===== src/rtl/spi_reg_slave.sv =====
// SPI mode-3 register responder: 2^ADDR_W x 8 register file, oversampled link.
// Register 0 holds a fixed device ID; a local parallel port loads the file.
`timescale 1ns/1ps
module spi_reg_slave #(
  parameter int          ADDR_W      = 6,
  parameter int          SYNC_STAGES = 2,
  parameter logic [7:0]  DEVID       = 8'hE5
) (
  input  logic              clk,
  input  logic              reset,
  input  logic              SCLK,
  input  logic              CS,
  input  logic              MOSI,
  output logic              MISO,
  output logic              miso_oe,
  input  logic              ld_en,
  input  logic [ADDR_W-1:0] ld_addr,
  input  logic [7:0]        ld_data,
  output logic              wr_strobe,
  output logic [ADDR_W-1:0] wr_addr,
  output logic [7:0]        wr_data,
  output logic              busy
);

  localparam int DEPTH = 1 << ADDR_W;

  typedef enum logic [1:0] {
    S_IDLE, S_CMD, S_RD, S_WR
  } state_t;

  state_t r_state, w_next;

  logic [SYNC_STAGES-1:0] r_sclk_sync;
  logic [SYNC_STAGES-1:0] r_cs_sync;
  logic [SYNC_STAGES-1:0] r_mosi_sync;
  logic                   r_sclk_d;
  logic                   r_cs_d;

  logic [7:0]        r_regs [DEPTH];
  logic [2:0]        r_bitcnt;
  logic [7:0]        r_shift;
  logic [7:0]        r_tx;
  logic [ADDR_W-1:0] r_addr;
  logic              r_mb;

  logic              w_sclk, w_cs, w_mosi;
  logic              w_rise, w_fall, w_cs_fall;
  logic              w_last, w_spi_we;
  logic [7:0]        w_byte;
  logic [ADDR_W-1:0] w_naddr, w_cmd_addr;

  assign w_sclk    = r_sclk_sync[SYNC_STAGES-1];
  assign w_cs      = r_cs_sync[SYNC_STAGES-1];
  assign w_mosi    = r_mosi_sync[SYNC_STAGES-1];
  assign w_rise    = w_sclk & ~r_sclk_d & ~w_cs;
  assign w_fall    = ~w_sclk & r_sclk_d & ~w_cs;
  assign w_cs_fall = ~w_cs & r_cs_d;

  assign w_byte     = {r_shift[6:0], w_mosi};
  assign w_last     = w_rise && (r_bitcnt == 3'd7);
  assign w_cmd_addr = w_byte[ADDR_W-1:0];
  assign w_naddr    = r_mb ? r_addr + 1'b1 : r_addr;
  assign w_spi_we   = (r_state == S_WR) && w_last
                      && (r_addr != '0);

  assign busy = (r_state != S_IDLE);

  // CS chain resets "asserted" so a CS held low across reset is not a new frame
  always_ff @(posedge clk or negedge reset) begin
    if (!reset) begin
      r_sclk_sync <= '1;
      r_cs_sync   <= '0;
      r_mosi_sync <= '0;
      r_sclk_d    <= 1'b1;
      r_cs_d      <= 1'b0;
    end else begin
      r_sclk_sync <= {r_sclk_sync[SYNC_STAGES-2:0], SCLK};
      r_cs_sync   <= {r_cs_sync[SYNC_STAGES-2:0], CS};
      r_mosi_sync <= {r_mosi_sync[SYNC_STAGES-2:0], MOSI};
      r_sclk_d    <= w_sclk;
      r_cs_d      <= w_cs;
    end
  end

  always_ff @(posedge clk or negedge reset) begin
    if (!reset) r_state <= S_IDLE;
    else        r_state <= w_next;
  end

  always_comb begin
    w_next = r_state;
    unique case (r_state)
      S_IDLE: if (w_cs_fall) w_next = S_CMD;
      S_CMD: begin
        if (w_cs)        w_next = S_IDLE;
        else if (w_last) w_next = w_byte[7] ? S_RD : S_WR;
      end
      S_RD, S_WR: if (w_cs) w_next = S_IDLE;
      default: w_next = S_IDLE;
    endcase
  end

  always_ff @(posedge clk or negedge reset) begin
    if (!reset) begin
      r_bitcnt  <= '0;
      r_shift   <= '0;
      r_tx      <= '0;
      r_addr    <= '0;
      r_mb      <= 1'b0;
      MISO      <= 1'b0;
      miso_oe   <= 1'b0;
      wr_strobe <= 1'b0;
      wr_addr   <= '0;
      wr_data   <= '0;
    end else begin
      wr_strobe <= 1'b0;
      if (w_next == S_IDLE || r_state == S_IDLE) begin
        r_bitcnt <= '0;
        MISO     <= 1'b0;
        miso_oe  <= 1'b0;
      end else begin
        if (w_rise) begin
          r_shift  <= w_byte;
          r_bitcnt <= r_bitcnt + 3'd1;
        end
        unique case (r_state)
          S_CMD: if (w_last) begin
            r_mb   <= w_byte[6];
            r_addr <= w_cmd_addr;
            if (w_byte[7]) begin
              r_tx    <= r_regs[w_cmd_addr];
              miso_oe <= 1'b1;
            end
          end
          S_RD: begin
            if (w_fall) begin
              MISO <= r_tx[7];
              r_tx <= {r_tx[6:0], 1'b0};
            end
            if (w_last) begin
              r_addr <= w_naddr;
              r_tx   <= r_regs[w_naddr];
            end
          end
          S_WR: if (w_last) begin
            wr_strobe <= 1'b1;
            wr_addr   <= r_addr;
            wr_data   <= w_byte;
            r_addr    <= w_naddr;
          end
          default: ;
        endcase
      end
    end
  end

  // SPI write is assigned last so it wins a same-cycle load collision
  always_ff @(posedge clk or negedge reset) begin
    if (!reset) begin
      r_regs[0] <= DEVID;
      for (int i = 1; i < DEPTH; i++)
        r_regs[i[ADDR_W-1:0]] <= '0;
    end else begin
      if (ld_en && ld_addr != '0)
        r_regs[ld_addr] <= ld_data;
      if (w_spi_we)
        r_regs[r_addr] <= w_byte;
    end
  end

endmodule


===== config.mk =====
export PLATFORM = sky130hd
export DESIGN_NAME = spi_reg_slave
export DESIGN_NICKNAME = d
export VERILOG_FILES = /design/src/rtl/spi_reg_slave.sv
export SDC_FILE = /design/constraint.sdc
export NUM_CORES = 2
export LEC_CHECK = 0
export ABC_AREA = 0
export BUFFER_PORTS_ARGS = -buffer_cell sky130_fd_sc_hd__buf_2
export CAP_MARGIN = 10
export CORE_UTILIZATION = 46
export CTS_CLUSTER_SIZE = 10
export DETAILED_ROUTE_END_ITERATION = 10
export PLACE_DENSITY_LB_ADDON = 0.2
export SLEW_MARGIN = 5
export SYNTH_ARGS = -nofsm -noshare
export SYNTH_HDL_FRONTEND = slang
export SYNTH_SLANG_ARGS = --single-unit

===== constraint.sdc =====
create_clock -name clk -period 3.15 [get_ports clk]
set_clock_uncertainty 0.05 [all_clocks]
set_input_delay 0.315 -clock clk [delete_from_list [all_inputs] [get_ports clk]]
set_output_delay 0.315 -clock clk [all_outputs]
set_load 0.1 [all_outputs]

==> run_results.csv <==
group,metric,value,unit
clock_network,cts_buffer_depth,3,
floorplanning,ios,38,
final_layout,post-route-cell-area,39000,µm²
floorplanning,row_count,100,
synthesis,yosysTopAreaCell,"dfrtp_1",
routing,drt_iter0_drc,3591,
clock_network,clk_pin_slew,0.06,ns
global_routing,grt_pass1_wl,187000,µm
job,maxCapViolCount,0,
setup_path,crit_end,"r_tx[5]",
timing,period_minus_slack,3.15,ns
final_layout,regArea,14100,µm²
placement,place_congestion,0.985,
setup_path,crit_cells,9,
synthesis,syn_nets,3413,
clock_network,root_buffer,"clkbuf_16",
global_routing,overflow,0,
floorplanning,die_width,277,µm
synthesis,yosys.cell_types.count,70,
setup_path,slowest_delay,0.44,ns
clock_network,post_cts_buffers,0,
synthesis,synth_ff_type,"dfrtp_1",
setup_path,start_kind,"flip-flop",
setup_path,r2r_cells,9,
routing,wire_per_inst,28.5,µm
synthesis,async_flop_share,100,%
synthesis,synth_cells,3389,
final_layout,area.growth.synth_to_final,12.0,%
setup_path,worstSetupPathType,"reg2reg",
final_layout,nFillCells,6559,
clock_network,insertion_delay,0.63,ns
clock_network,htree_num_levels,3,
synthesis,syn_avg_cell_area,10.3,µm²
final_layout,multi_input_area,19200,µm²
final_layout,final_common_cell,"mux2i_1",
clock_network,cts_tree,"built",
clock_network,numCtsBuffers,71,
setup_path,critPathArrivalTime,3.58,ns
synthesis,ys_warn_count,0,
timing,max_freq,318,MHz
power,leakagePower,0.0161,µW
timing,rsz0062_at_grt,"true",
synthesis,synth_fa_ha_area_share,0.144,%
setup_path,reg2reg_slack,0.004,ns
synthesis,ys_seq_area_share,40.6,%
synthesis,synth_mux_area_share,32.4,%
timing,setup_viol,0,
setup_path,cp_max_fo,49,
synthesis,synth_top_family_by_area,"multiplexers",
synthesis,ys_ff_latch,564,
routing,dr.pass1.iters,6,
floorplanning,die_h,277,µm
setup_path,slowest_stage,"dfrtp_1",
placement,dpl_cell_area,36700,µm²
floorplanning,core_area,74700,µm²
setup_path,cp.required,3.59,ns
setup_path,crit_buf_inv,2,
global_routing,grt_max_degree,113,
power,power_density,547,nW/µm²
setup_path,reg2reg_from,"r_addr[1]",
power,ir_drop,371,µV
synthesis,synthSimpleGateAreaFrac,12.0,%
final_layout,final_nets,3413,
final_layout,most-common-layout-cells,"553 x mux2i_1, 548 x dfrtp_1, 502 x nor2_1, 469 x a21oi_1, 334 x nand2_1",
run_status,status,"finished clean",
timing,tns,0,ns
final_layout,drive_gt1_share,19.0,%
routing,via_per_inst,6.49,
placement,dpl.hpwl,84300,µm
synthesis,synth_compound_area_share,10.3,%
routing,drc,0,
clock_network,cts.sinks,564,
timing,slew_headroom,20.4,%
setup_path,end_kind,"flip-flop",
synthesis,synth.area.top_cells,"dfrtp_1 40%, mux2i_1 16%, mux4_2 15%",
global_routing,grt_pass1_vias,27700,
placement,dp_cells,4281,
setup_path,crit_chain,"inv_1 -> ha_1 -> mux2_4 -> buf_12 -> mux4_2 -> a22oi_1 -> a21oi_1 -> o21ai_1 -> a222oi_1",
placement,io_buffers,37,
setup_path,cp_top_family,"compound AO/OA/AOI/OAI gates",
timing,period_share,99.9,%
setup_path,critPathLaunch,"r_addr[1]",
global_routing,antenna_found_initial,8,
synthesis,synth-xor-area-share,0.223,%
worst_hold_path,hold_class,"in2async",
floorplanning,initial_core_util,46.6,%
final_layout,finalNonFillerCells,4403,
global_routing,grt_usage,32.7,%
synthesis,yosysTopAreaCellShare,40.0,%
routing,drt_wl_total,126000,µm
timing,tightest_slew,1.19,ns
timing,drv_slew,0,
floorplanning,dieArea,76800,µm²
routing,postRouteAntennaNets,0,
routing,routed-via-count,28600,
synthesis,synth_edf_count,0,
setup_path,r2r-end,"r_tx[5]",
timing,timing.final.hold_violations,0,
synthesis,synth_area,34800,µm²
-- cell type report --
| type | count | share of cell area, % |
|---|---|---|
| Antenna cell | 4 | 0.0257 |
| Clock buffer | 105 | 5.38 |
| Clock inverter | 9 | 0.209 |
| Inverter | 15 | 0.144 |
| Multi-Input combinational cell | 2493 | 49.3 |
| Sequential cell | 564 | 36.3 |
| Tap cell | 969 | 3.11 |
| Timing Repair Buffer | 244 | 5.54 |
-- Yosys cell counts, types with 3 or more instances --
library cell,n
and2_1,3
nand3_1,30
a22o_1,3
a311oi_1,8
clkbuf_1,203
nor3b_1,3
a31oi_1,5
and3_1,12
a221oi_1,8
a22oi_1,20
xor2_1,3
o21ai_1,10
mux4_2,233
buf_4,12
or2_2,5
mux2i_1,553
mux2_2,36
a211oi_1,15
inv_1,14
o22ai_1,6
or3_1,3
nor3_1,15
nand4_1,45
nor2_2,3
nor2_1,502
xnor2_1,4
a21boi_0,5
nor4_2,3
o221ai_1,4
buf_12,4
ha_1,4
a21oi_1,469
nor2b_1,16
nand2_1,334
nand2b_1,5
buf_2,61
dfstp_2,8
buf_6,12
a32oi_1,6
o21ai_0,86
dfrtp_1,556
buf_1,24
a222oi_1,5
-- registers in the layout, indices dropped and copies added (netlist names) --
register     cells
MISO             1
miso_oe          1
r_addr           6
r_bitcnt         3
r_cs_d           1
r_cs_sync        2
r_mb             1
r_mosi_sync      2
r_regs         512
r_sclk_d         1
r_sclk_sync      2
r_shift          7
r_state          2
r_tx             8
wr_addr          6
wr_data          8
wr_strobe        1
-- metrics by stage --
step	total power, µW	hold slack, ns	util [%]	setup slack (ns)
after floorplan	11600	-0.0306	-	0.279
after global placement	13200	0.225	49.2	-0.0577
after detailed placement	13400	0.220	49.2	-0.0512
after CTS	21300	0.160	52.2	0.00310
after global routing	22000	0.178	52.2	-0.0445
final	21300	0.161	52.2	0.00448
-- report_power, final --
group	switching, µW	internal (µW)
Clock	3260	4650
Sequential	931	8130
Combinational	2400	1960
-- logic make-up (layout without fill, tap and decap cells) --
family,Yosys count,after routing
other cells,0,4
simple gates,997,997
fa+ha+maj,4,4
mux,826,826
compound gates,658,658
xor+xnor,8,8
flops,564,564
buf+inv,332,373
-- worst register-to-register path, delay by kind of cell, from the launching register on --
kind	cells	cell delay, ns
mux	2	0.78
buf+inv	2	0.43
compound gates	4	1.00
fa+ha+maj	1	0.32
flops	1	0.44
-- per-layer routing --
layer / share of wire (%) / wire [µm] / global-route usage (%)
met5: 0.027 / 34 / 0
met4: 3.3 / 4170 / 11.3
met3: 11 / 13200 / 7.84
met2: 44 / 55800 / 48.7
met1: 42 / 52300 / 46.7
-- what timing repair did --
action,CTS,global route
hold buffers,4,0
resized for setup,2,5
endpoints found under the hold margin,63,0
setup endpoints to repair,1,135
-- worst min-delay path by stage --
stage	to	slack [ns]	cells after the start
4_1_cts	r_regs[9]	0.16	2
5_1_grt	r_regs[9]	0.18	2
2_1_floorplan	MISO	-0.03	0
6_report	r_regs[9]	0.16	2
3_5_place_dp	r_regs[71]	0.22	1
3_3_place_gp	r_regs[9]	0.22	1
Power figures use the tool's default switching activity.
